**src/rtl/truth_table_sequencer_if.sv**
```systemverilog
// +--------------------------------------------------------------------------+
// | truth_table_sequencer_if                                                  |
// | Stimulus, response and result signals of the truth-table sequencer.       |
// | Revision: 1.0                                                             |
// +--------------------------------------------------------------------------+
`default_nettype none

interface truth_table_sequencer_if;
  logic        start;
  logic [15:0] exp_x;
  logic [15:0] exp_y;
  logic        x_in;
  logic        y_in;
  logic [3:0]  abcd_out;
  logic        busy;
  logic        done;
  logic        pass;
  logic [4:0]  err_count;
  logic        fail_valid;
  logic [3:0]  first_fail_idx;

  // Sequencer side.
  modport master (
    input  start, exp_x, exp_y, x_in, y_in,
    output abcd_out, busy, done, pass, err_count, fail_valid, first_fail_idx
  );

  // Controlling environment and block-under-test side.
  modport slave (
    output start, exp_x, exp_y, x_in, y_in,
    input  abcd_out, busy, done, pass, err_count, fail_valid, first_fail_idx
  );
endinterface

`default_nettype wire

```
**src/rtl/truth_table_sequencer.sv**
```systemverilog
// +--------------------------------------------------------------------------+
// | truth_table_sequencer                                                     |
// | Walks a 4-input block through all 16 vectors and checks X/Y responses.    |
// | Optional macro SEQ_STOP_ON_FAIL_EN: end the run at the first mismatch.    |
// | Revision: 1.0                                                             |
// +--------------------------------------------------------------------------+
`default_nettype none

module truth_table_sequencer #(
  parameter int SETTLE_CYCLES = 4
) (
  input  logic                    clk,
  input  logic                    reset,
  truth_table_sequencer_if.master bus
);

  typedef enum logic [2:0] {
    ST_IDLE   = 3'd0,
    ST_APPLY  = 3'd1,
    ST_SETTLE = 3'd2,
    ST_SAMPLE = 3'd3,
    ST_DONE   = 3'd4
  } state_t;

  localparam logic [3:0] c_settle_last = 4'(SETTLE_CYCLES - 1);
  localparam logic [3:0] c_last_idx    = 4'd15;

  state_t     r_state, w_state_nxt;
  logic [3:0] r_idx, w_idx_nxt;
  logic [3:0] r_settle_cnt, w_settle_cnt_nxt;
  logic [4:0] r_err_count, w_err_count_nxt;
  logic       r_fail_valid, w_fail_valid_nxt;
  logic [3:0] r_first_fail_idx, w_first_fail_idx_nxt;
  logic       w_mismatch;
  logic       w_stop;

  assign w_mismatch = (bus.x_in != bus.exp_x[r_idx]) || (bus.y_in != bus.exp_y[r_idx]);

`ifdef SEQ_STOP_ON_FAIL_EN
  assign w_stop = w_mismatch;
`else
  assign w_stop = 1'b0;
`endif

  always_ff @(posedge clk or posedge reset) begin
    if (reset) begin
      r_state          <= ST_IDLE;
      r_idx            <= 4'd0;
      r_settle_cnt     <= 4'd0;
      r_err_count      <= 5'd0;
      r_fail_valid     <= 1'b0;
      r_first_fail_idx <= 4'd0;
    end else begin
      r_state          <= w_state_nxt;
      r_idx            <= w_idx_nxt;
      r_settle_cnt     <= w_settle_cnt_nxt;
      r_err_count      <= w_err_count_nxt;
      r_fail_valid     <= w_fail_valid_nxt;
      r_first_fail_idx <= w_first_fail_idx_nxt;
    end
  end

  always_comb begin
    w_state_nxt          = r_state;
    w_idx_nxt            = r_idx;
    w_settle_cnt_nxt     = r_settle_cnt;
    w_err_count_nxt      = r_err_count;
    w_fail_valid_nxt     = r_fail_valid;
    w_first_fail_idx_nxt = r_first_fail_idx;

    case (r_state)
      ST_IDLE, ST_DONE: begin
        // first_fail_idx is left alone; it is only meaningful with fail_valid.
        if (bus.start) begin
          w_state_nxt      = ST_APPLY;
          w_idx_nxt        = 4'd0;
          w_err_count_nxt  = 5'd0;
          w_fail_valid_nxt = 1'b0;
        end
      end
      ST_APPLY: begin
        w_state_nxt      = ST_SETTLE;
        w_settle_cnt_nxt = 4'd0;
      end
      ST_SETTLE: begin
        if (r_settle_cnt == c_settle_last) begin
          w_state_nxt = ST_SAMPLE;
        end else begin
          w_settle_cnt_nxt = r_settle_cnt + 4'd1;
        end
      end
      ST_SAMPLE: begin
        if (w_mismatch) begin
          w_err_count_nxt = r_err_count + 5'd1;
          if (!r_fail_valid) begin
            w_fail_valid_nxt     = 1'b1;
            w_first_fail_idx_nxt = r_idx;
          end
        end
        if (w_stop || (r_idx == c_last_idx)) begin
          w_state_nxt = ST_DONE;
        end else begin
          w_state_nxt = ST_APPLY;
          w_idx_nxt   = r_idx + 4'd1;
        end
      end
      default: begin
        w_state_nxt = ST_IDLE;
      end
    endcase
  end

  assign bus.abcd_out       = r_idx;
  assign bus.busy           = (r_state == ST_APPLY) || (r_state == ST_SETTLE) ||
                              (r_state == ST_SAMPLE);
  assign bus.done           = (r_state == ST_DONE);
  assign bus.pass           = (r_state == ST_DONE) && (r_err_count == 5'd0);
  assign bus.err_count      = r_err_count;
  assign bus.fail_valid     = r_fail_valid;
  assign bus.first_fail_idx = r_first_fail_idx;

endmodule

`default_nettype wire

```
**src/flat_wrapper.sv**
```systemverilog
// flat-port wrapper written by rule: the top's interface ports become plain ports
module truth_table_sequencer_flat 
#(
  parameter int SETTLE_CYCLES = 4
)
  (clk, reset, bus_start, bus_exp_x, bus_exp_y, bus_x_in, bus_y_in, bus_abcd_out, bus_busy, bus_done, bus_pass, bus_err_count, bus_fail_valid, bus_first_fail_idx);
  truth_table_sequencer_if bus_i ();
  input  logic clk;
  input  logic reset;
  input wire logic [$bits(bus_i.start)-1:0] bus_start;
  input wire logic [$bits(bus_i.exp_x)-1:0] bus_exp_x;
  input wire logic [$bits(bus_i.exp_y)-1:0] bus_exp_y;
  input wire logic [$bits(bus_i.x_in)-1:0] bus_x_in;
  input wire logic [$bits(bus_i.y_in)-1:0] bus_y_in;
  output wire logic [$bits(bus_i.abcd_out)-1:0] bus_abcd_out;
  output wire logic [$bits(bus_i.busy)-1:0] bus_busy;
  output wire logic [$bits(bus_i.done)-1:0] bus_done;
  output wire logic [$bits(bus_i.pass)-1:0] bus_pass;
  output wire logic [$bits(bus_i.err_count)-1:0] bus_err_count;
  output wire logic [$bits(bus_i.fail_valid)-1:0] bus_fail_valid;
  output wire logic [$bits(bus_i.first_fail_idx)-1:0] bus_first_fail_idx;
  assign bus_i.start = bus_start;
  assign bus_i.exp_x = bus_exp_x;
  assign bus_i.exp_y = bus_exp_y;
  assign bus_i.x_in = bus_x_in;
  assign bus_i.y_in = bus_y_in;
  assign bus_abcd_out = bus_i.abcd_out;
  assign bus_busy = bus_i.busy;
  assign bus_done = bus_i.done;
  assign bus_pass = bus_i.pass;
  assign bus_err_count = bus_i.err_count;
  assign bus_fail_valid = bus_i.fail_valid;
  assign bus_first_fail_idx = bus_i.first_fail_idx;
  truth_table_sequencer #(.SETTLE_CYCLES(SETTLE_CYCLES)) u_core (.clk(clk), .reset(reset), .bus(bus_i));
endmodule
```
**config.mk**
```make
export PLATFORM = sky130hd
export DESIGN_NAME = truth_table_sequencer_flat
export DESIGN_NICKNAME = d
export VERILOG_FILES = /design/src/rtl/truth_table_sequencer_if.sv /design/src/rtl/truth_table_sequencer.sv /design/src/flat_wrapper.sv
export SDC_FILE = /design/constraint.sdc
export NUM_CORES = 1
export LEC_CHECK = 0
export ABC_CLOCK_PERIOD_IN_PS = 2420
export CORE_MARGIN = 2
export CORE_UTILIZATION = 39
export CTS_CLUSTER_SIZE = 20
export DETAILED_ROUTE_END_ITERATION = 16
export GPL_TIMING_DRIVEN = 0
export PLACE_DENSITY = 0.76
export REMOVE_ABC_BUFFERS = 1
export SETUP_SLACK_MARGIN = 0.1
export SKIP_LAST_GASP = 1
export SLEW_MARGIN = 5
export SYNTH_ARGS = -nofsm -noshare
export SYNTH_HDL_FRONTEND = slang
export SYNTH_SLANG_ARGS = --single-unit
```
**constraint.sdc**
```tcl
create_clock -name clk -period 2.42 [get_ports clk]
set_input_delay 0.726 -clock clk [delete_from_list [all_inputs] [get_ports clk]]
set_output_delay 0.726 -clock clk [all_outputs]
set_load 0.005 [all_outputs]
```
==> qor.yml, run 1 <==
outcome: "complete, no violations"
final_nets: 227
viasPerCell: 5.165
synth_edf_count: 0
postSynth.asyncResetShare_pct: 100.0
layout-drive-gt1-share_pct: 22.16
io_pins: 54
ys_ff_latch: 21
clk_root_buffer_cell: "clkbuf_4"
antennaDiodeCount: 0
drv_cap: 0
clock_sinks: 21
netlist_area_um2: 1351
start_util_pct: 40.49
yosys_warnings: 0
finalSetupViolCount: 0
p_per_area_nw_per_um2: 1023
area_growth_pct: 54.26
setup_tns_ns: 0
syn_area_per_cell_um2: 10.81
numCtsBuffers: 3
fin_skew_ns: 0.02179
portBuffers: 53
arrival_ns: 2.57
max_slew_margin_pct: 46.55
die_w_um: 62.87
grt_overflow: 0
antenna_found_initial: 0
grt_pass1_wl_um: 6058
drt_iter0_markers: 80
post-route-min-period_ns: 2.351
coreArea_um2: 3337
required_ns: 2.64
endpoint_kind: "flip-flop"
cp_max_fo: 6
p_leak_uw: 0.0009180
drc_errors: 0
dpl.hpwl_um: 2576
vias: 1193
fmax_mhz: 425.3
period_share_pct: 97.15
die_h_um: 62.87
first_pass_iters: 4
critical_path_class: "reg2reg"
post-route-util_pct: 62.47
synth_area_leaders: "dfrtp_1 (39%), mux4_2 (12%), mux2_2 (5.0%)"
clk-insertion-delay-late_ns: 0.32
grtUsageTotal_pct: 19.20
clkSlewWorstSetupHoldPaths_ns: 0.13
synth_top_area_share_pct: 38.89
synth_top_area_cell: "dfrtp_1"
design.die.area_um2: 3952
seq_area_frac_synth_pct: 38.89
num_rows: 21
worstMarginPinSlew_ns: 0.8008
ir_drop_mv: 0.4484
final_max_slew_viol_count: 0
final_hold_viol_count: 0
rsz0062_at_grt: "yes"
gp_congestion: 0.8041
clock_path_buffers: 2
start_kind: "flip-flop"
cts_tree: "yes"
ys_types: 37
ys.flop_type: "dfrtp_1"
syn_inst: 125
htree_levels: 1
grt_max_degree: 22
hold_path_class: "reg2reg"
ant_nets: 0
grt_pass1_vias: 1299
wl_um: 3516
wl_per_cell_um: 15.22
-- flip-flops by register name (all words and copies together), names as in the netlist --
signal and flops:
u_core.bus.first_fail_idx 4, u_core.bus.err_count 5, u_core.r_state 3, u_core.bus.fail_valid 1, u_core.bus.abcd_out 4, u_core.r_settle_cnt 4
-- area by class of cell --
type / instances / area (µm²)
fillers: 273 / 1252
inverters: 4 / 15.01
clock buffers: 4 / 26.28
well taps: 46 / 57.56
multi-input cells: 94 / 843.3
flip-flops and latches: 21 / 533.0
repair buffers: 62 / 609.3
-- report_power, final --
group	total, µW	switching (µW)	leakage [µW]	internal [µW]
Clock	173	109	0.0000150	64.5
Sequential	660	174	0.000269	486
Combinational	1300	536	0.000634	763
-- what timing repair did --
item	CTS	global route
endpoints found under the setup margin	14	13
resized for setup	66	9
setup buffers	7	2
endpoints found under the hold margin	0	0
hold buffers	0	0
pin swaps	11	7
-- synthesized netlist by cell type, drive strengths merged, types with 3 or more instances --
cell	count
mux4	8
mux2i	4
inv	4
nor2	9
nand3	6
o21ai	6
a21oi	5
nand2b	3
buf	5
mux2	6
nand2	10
and3	3
xor2	7
dfrtp	21
ha	4
-- metal layers --
metal | GRT usage (%) | vias up | share of wire (%)
met2 | 34.84 | 25 | 54
met4 | 4.167 | 0 | 0.48
met5 | 0 | - | 0
met3 | 4.144 | 5 | 2.4
li1 | - | 577 | -
met1 | 23.12 | 586 | 43
-- cells by family (layout without fill, tap and decap cells) --
group	count (synthesis)	after routing	share of synthesized area (%)
AO/OA/AOI/OAI	24	24	12.41
XOR/XNOR	9	9	5.834
adder cells (fa/ha/maj)	4	4	3.704
buffers and inverters	10	70	3.703
flip-flops	21	21	38.89
multiplexers	18	18	21.57
AND/OR/NAND/NOR	39	39	13.89
-- per-stage QoR --
| step | cells | hold slack (ns) | cell area (µm²) | power [µW] | setup slack (ns) |
|---|---|---|---|---|---|
| after floorplan | 119 | 0.4741 | 1316 | 1264 | -0.06657 |
| after global placement | 218 | 0.4897 | 1904 | 1635 | -0.6122 |
| after detailed placement | 218 | 0.5022 | 1904 | 1677 | -0.5887 |
| after CTS | 229 | 0.5310 | 2031 | 2031 | 0.05959 |
| after global routing | 231 | 0.5503 | 2085 | 2297 | -0.01248 |
| final | 231 | 0.5241 | 2085 | 2133 | 0.06899 |
-- placed cells by master, fill, tap and decap left out, types with 2 or more instances in the layout --
cell	synthesis	final
mux2_4	0	3
a21oi_1	5	4
dlygate4sd2_1	0	16
nand2_1	10	9
mux2_2	6	3
clkdlybuf4s50_1	0	19
nand3_1	6	6
inv_1	4	4
clkbuf_4	0	3
dfrtp_1	21	17
nor2_1	9	8
ha_1	4	4
nor2b_1	2	2
buf_12	0	2
o21ai_0	6	6
mux2i_1	4	3
dfrtp_2	0	3
and2_1	2	2
xnor2_1	2	2
nand2b_1	3	3
mux4_2	7	8
a221o_1	2	2
xor2_1	7	6
clkdlybuf4s15_1	0	17
buf_4	0	6
and3_1	3	3
-- worst max-delay path: stages (launching register included) --
cell,delay (ns)
dfrtp_4,0.51
buf_12,0.15
mux4_2,0.42
mux2i_1,0.18
xor2_1,0.27
a211oi_4,0.14
or2_4,0.28
a221o_1,0.32
-- path summary, 6_finish.rpt --
check / from / endpoint / slack (ns) / cells after the start
worst max-delay path: u_core.bus.abcd_out[0] / u_core.bus.err_count[3] / 0.07 / 7
worst min-delay path: u_core.bus.first_fail_idx[0] / u_core.bus.first_fail_idx[0] / 0.52 / 1
worst max register to register: u_core.bus.abcd_out[0] / u_core.bus.err_count[3] / 0.07 / 7
worst min register to register: u_core.bus.first_fail_idx[0] / u_core.bus.first_fail_idx[0] / 0.52 / 1
max in group asynchronous: reset / u_core.bus.abcd_out[0] / 0.97 / 2
min in group asynchronous: reset / u_core.r_settle_cnt[0] / 0.84 / 2
No activity file was read; power rests on OpenSTA's default activity.
==> run 2: changes to the inputs <==
--- a/config.mk
+++ b/config.mk
@@ -6,6 +6,7 @@
 export NUM_CORES = 1
 export LEC_CHECK = 0
 export ABC_CLOCK_PERIOD_IN_PS = 2420
+export CAP_MARGIN = 10
 export CORE_MARGIN = 2
 export CORE_UTILIZATION = 39
 export CTS_CLUSTER_SIZE = 20
==> results of run 2 <==
Same layout as run 1: the final DEF is identical, and so are final timing and power.
==> run 3: changes to the inputs <==
--- a/config.mk
+++ b/config.mk
@@ -5,14 +5,15 @@
 export SDC_FILE = /design/constraint.sdc
 export NUM_CORES = 1
 export LEC_CHECK = 0
-export ABC_CLOCK_PERIOD_IN_PS = 2420
+export ABC_AREA = 1
+export ABC_CLOCK_PERIOD_IN_PS = 2600
 export CAP_MARGIN = 10
 export CORE_MARGIN = 2
-export CORE_UTILIZATION = 39
+export CORE_UTILIZATION = 45
 export CTS_CLUSTER_SIZE = 20
 export DETAILED_ROUTE_END_ITERATION = 16
 export GPL_TIMING_DRIVEN = 0
-export PLACE_DENSITY = 0.76
+export PLACE_DENSITY = 0.8
 export REMOVE_ABC_BUFFERS = 1
 export SETUP_SLACK_MARGIN = 0.1
 export SKIP_LAST_GASP = 1
==> constraint.sdc (replaced) <==
create_clock -name clk -period 2.6 [get_ports clk]
set_input_delay 0.78 -clock clk [delete_from_list [all_inputs] [get_ports clk]]
set_output_delay 0.78 -clock clk [all_outputs]
set_load 0.005 [all_outputs]
==> run 3 against run 2 <==
  * Setup slack improved by 0.14 ns
  * First-iteration DRC count fell by 33%
  * Die area fell by 0.78%
  * Synthesized cell count rose by 93%
  * Area after synthesis rose by 14%
  * Cell area rose by 2.4%
  * Critical path depth fell by 3
  * Flip-flop and latch count did not move
  * Critical endpoint is now bus_done
  * Register-to-register slack improved by 0.35 ns
  * Critical path type is now reg2out
  * Routed wire length rose by 1.2%
  * Global-route usage rose by 0.71 points
==> qor.yml, run 3 <==
period_share_pct: 92.06
ys_types: 25
worst-path-buf-inv: 2
yosysMostFrequentCell: "nand2_1"
numCtsBuffers: 3
grt_overflow: 0
fin_skew_ns: 0.009088
wl_per_cell_um: 10.47
ys.flop_type: "dfrtp_1"
synth_top_cells_by_count: "nand2_1 (85), inv_1 (44), nand3_1 (30)"
outcome: "complete, no violations"
vias: 1584
netlist_area_um2: 1546
grt_pass1_wl_um: 6417
fillCellCount: 321
num_rows: 21
largest_reg_flops: 5
yosys_warnings: 0
arrival_ns: 1.61
endpoint_kind: "output port"
viasPerCell: 4.659
antennaDiodeCount: 0
cp_num_cells: 4
grtUsageTotal_pct: 19.92
synth_edf_count: 0
synth_top_family_by_area: "simple AND/OR/NAND/NOR gates"
grt_pass1_vias: 1542
htree_levels: 1
clkSlewWorstSetupHoldPaths_ns: 0.12
dpl.hpwl_um: 2703
setup.worst_path.end: "bus_done"
gp_congestion: 0.8003
ant_nets: 0
cts_hold_buf: 0
crit_top_cell: "nor2_2"
clock_sinks: 21
max_slew_margin_pct: 47.40
worstMarginPinSlew_ns: 0.7881
antenna_found_initial: 0
p_leak_uw: 0.001102
r2r.worst_path.cells: 15
grt_max_degree: 22
synth_top_area_share_pct: 33.98
coreArea_um2: 3311
synthMuxAreaShare_pct: 0
layout-drive-gt1-share_pct: 5.102
finalSetupViolCount: 0
io_pins: 54
final_hold_viol_count: 0
crit_chain: "nor2_2 -> inv_1 -> nor2_2 -> clkdlybuf4s50_1"
slowest_stage: "clkdlybuf4s50_1"
r2r-end: "u_core.bus.err_count[1]"
power.total_uw: 1353
critical_path_class: "reg2out"
cp_max_fo: 3
synth_area_leaders: "dfrtp_1 (34%), nand2_1 (21%), inv_1 (11%)"
synth_xor_area_share_pct: 2.832
max_stage_delay_ns: 0.51
hold_path_class: "reg2reg"
final_max_slew_viol_count: 0
postSynth.asyncResetShare_pct: 100.0
syn_inst: 241
clk-insertion-delay-late_ns: 0.31
fmax_mhz: 417.8
layout_commonest_cell: "nand2_1"
final_nets: 336
synth_top_area_cell: "dfrtp_1"
die_w_um: 62.62
ys_ff_latch: 21
wl_um: 3559
seq_area_frac_synth_pct: 33.98
synth_simple_gate_area_share_pct: 40.05
rsz0062_at_grt: "no"
start_kind: "flip-flop"
p_per_area_nw_per_um2: 633.8
startpoint: "u_core.r_state[0]"
clk_root_buffer_cell: "clkbuf_4"
synth_compound_area_share_pct: 5.825
die_h_um: 62.62
clock_path_buffers: 2
area_growth_pct: 38.03
post-route-min-period_ns: 2.394
path_delay_family: "buffers and inverters"
setup_tns_ns: 0
portBuffers: 53
final_cell_mix: "nand2_1 (85), clkdlybuf4s50_1 (52), inv_1 (44)"
syn_area_per_cell_um2: 6.417
drv_cap: 0
start_util_pct: 46.71
rrSetupSlack_ns: 0.42
r2r_start: "u_core.bus.abcd_out[1]"
drt_iter0_markers: 54
design.die.area_um2: 3921
cts_tree: "yes"
drc_errors: 0
first_pass_iters: 4
synth_adder_area_share_pct: 3.236
required_ns: 1.82
ir_drop_mv: 0.4746
==> run 3: worst min path at each step <==
| stage | from | endpoint | slack [ns] | cells after the start |
|---|---|---|---|---|
| after global placement | u_core.bus.first_fail_idx[0] | u_core.bus.first_fail_idx[0] | 0.48 | 2 |
| after CTS | u_core.bus.first_fail_idx[2] | u_core.bus.first_fail_idx[2] | 0.51 | 2 |
| after global routing | u_core.bus.first_fail_idx[2] | u_core.bus.first_fail_idx[2] | 0.54 | 2 |
| final | u_core.bus.first_fail_idx[2] | u_core.bus.first_fail_idx[2] | 0.50 | 2 |
| after floorplan | u_core.r_settle_cnt[1] | u_core.r_settle_cnt[1] | 0.48 | 2 |
| after detailed placement | u_core.bus.first_fail_idx[2] | u_core.bus.first_fail_idx[2] | 0.48 | 2 |
==> run 3: through the flow <==
step / instances / cell area (µm²) / util (%) / setup slack, ns / hold slack [ns]
4_1_cts: 340 / 2135 / 64.47 / 0.1989 / 0.5123
5_1_grt: 340 / 2135 / 64.47 / 0.1130 / 0.5406
6_report: 340 / 2135 / 64.47 / 0.2064 / 0.5049
3_5_place_dp: 335 / 2095 / 63.27 / 0.1949 / 0.4838
3_3_place_gp: 335 / 2095 / 63.27 / 0.2085 / 0.4826
2_1_floorplan: 236 / 1506 / - / 0.7882 / 0.4790
==> run 3: report_power, final <==
part           internal (µW)  leakage [µW]  switching, µW
sequential               401      0.000283            100
clock                   57.4     0.0000177           99.7
combinational            307      0.000801            388
==> run 3: cell families (layout without fill, tap and decap cells) <==
family          Yosys count  in the layout
compound gates           17             17
buf+inv                  51            104
xor+xnor                  5              5
fa+ha+maj                 4              4
simple gates            143            143
flops                    21             21
==> run 3: area by class of cell <==
type | instances | area [µm²] | area share, %
tap | 46 | 57.56 | 2.696
inverter | 46 | 177.7 | 8.324
timing repair buffer | 54 | 536.8 | 25.15
multi-input combinational | 169 | 808.3 | 37.87
clock inverter | 1 | 5.005 | 0.2345
sequential | 21 | 526.8 | 24.68
clock buffer | 3 | 22.52 | 1.055
==> run 3: timing repair <==
action,CTS,global route
endpoints found under the hold margin,0,0
resized for setup,4,0
setup buffers,1,0
setup endpoints to repair,3,0
==> run 3: layer usage <==
metal,vias to the layer above,GRT usage (%),part of all wire (%)
met1,722,24.25,46
met2,18,36.69,51
li1,842,-,-
met5,-,0,0
met3,2,3.964,2.6
met4,0,3.333,0.48
==> run 3: worst min-delay path, cell delays in order, from the launching register on <==
cell,delay [ns]
dfrtp_1,0.36
o21ai_0,0.07
nand2_1,0.05
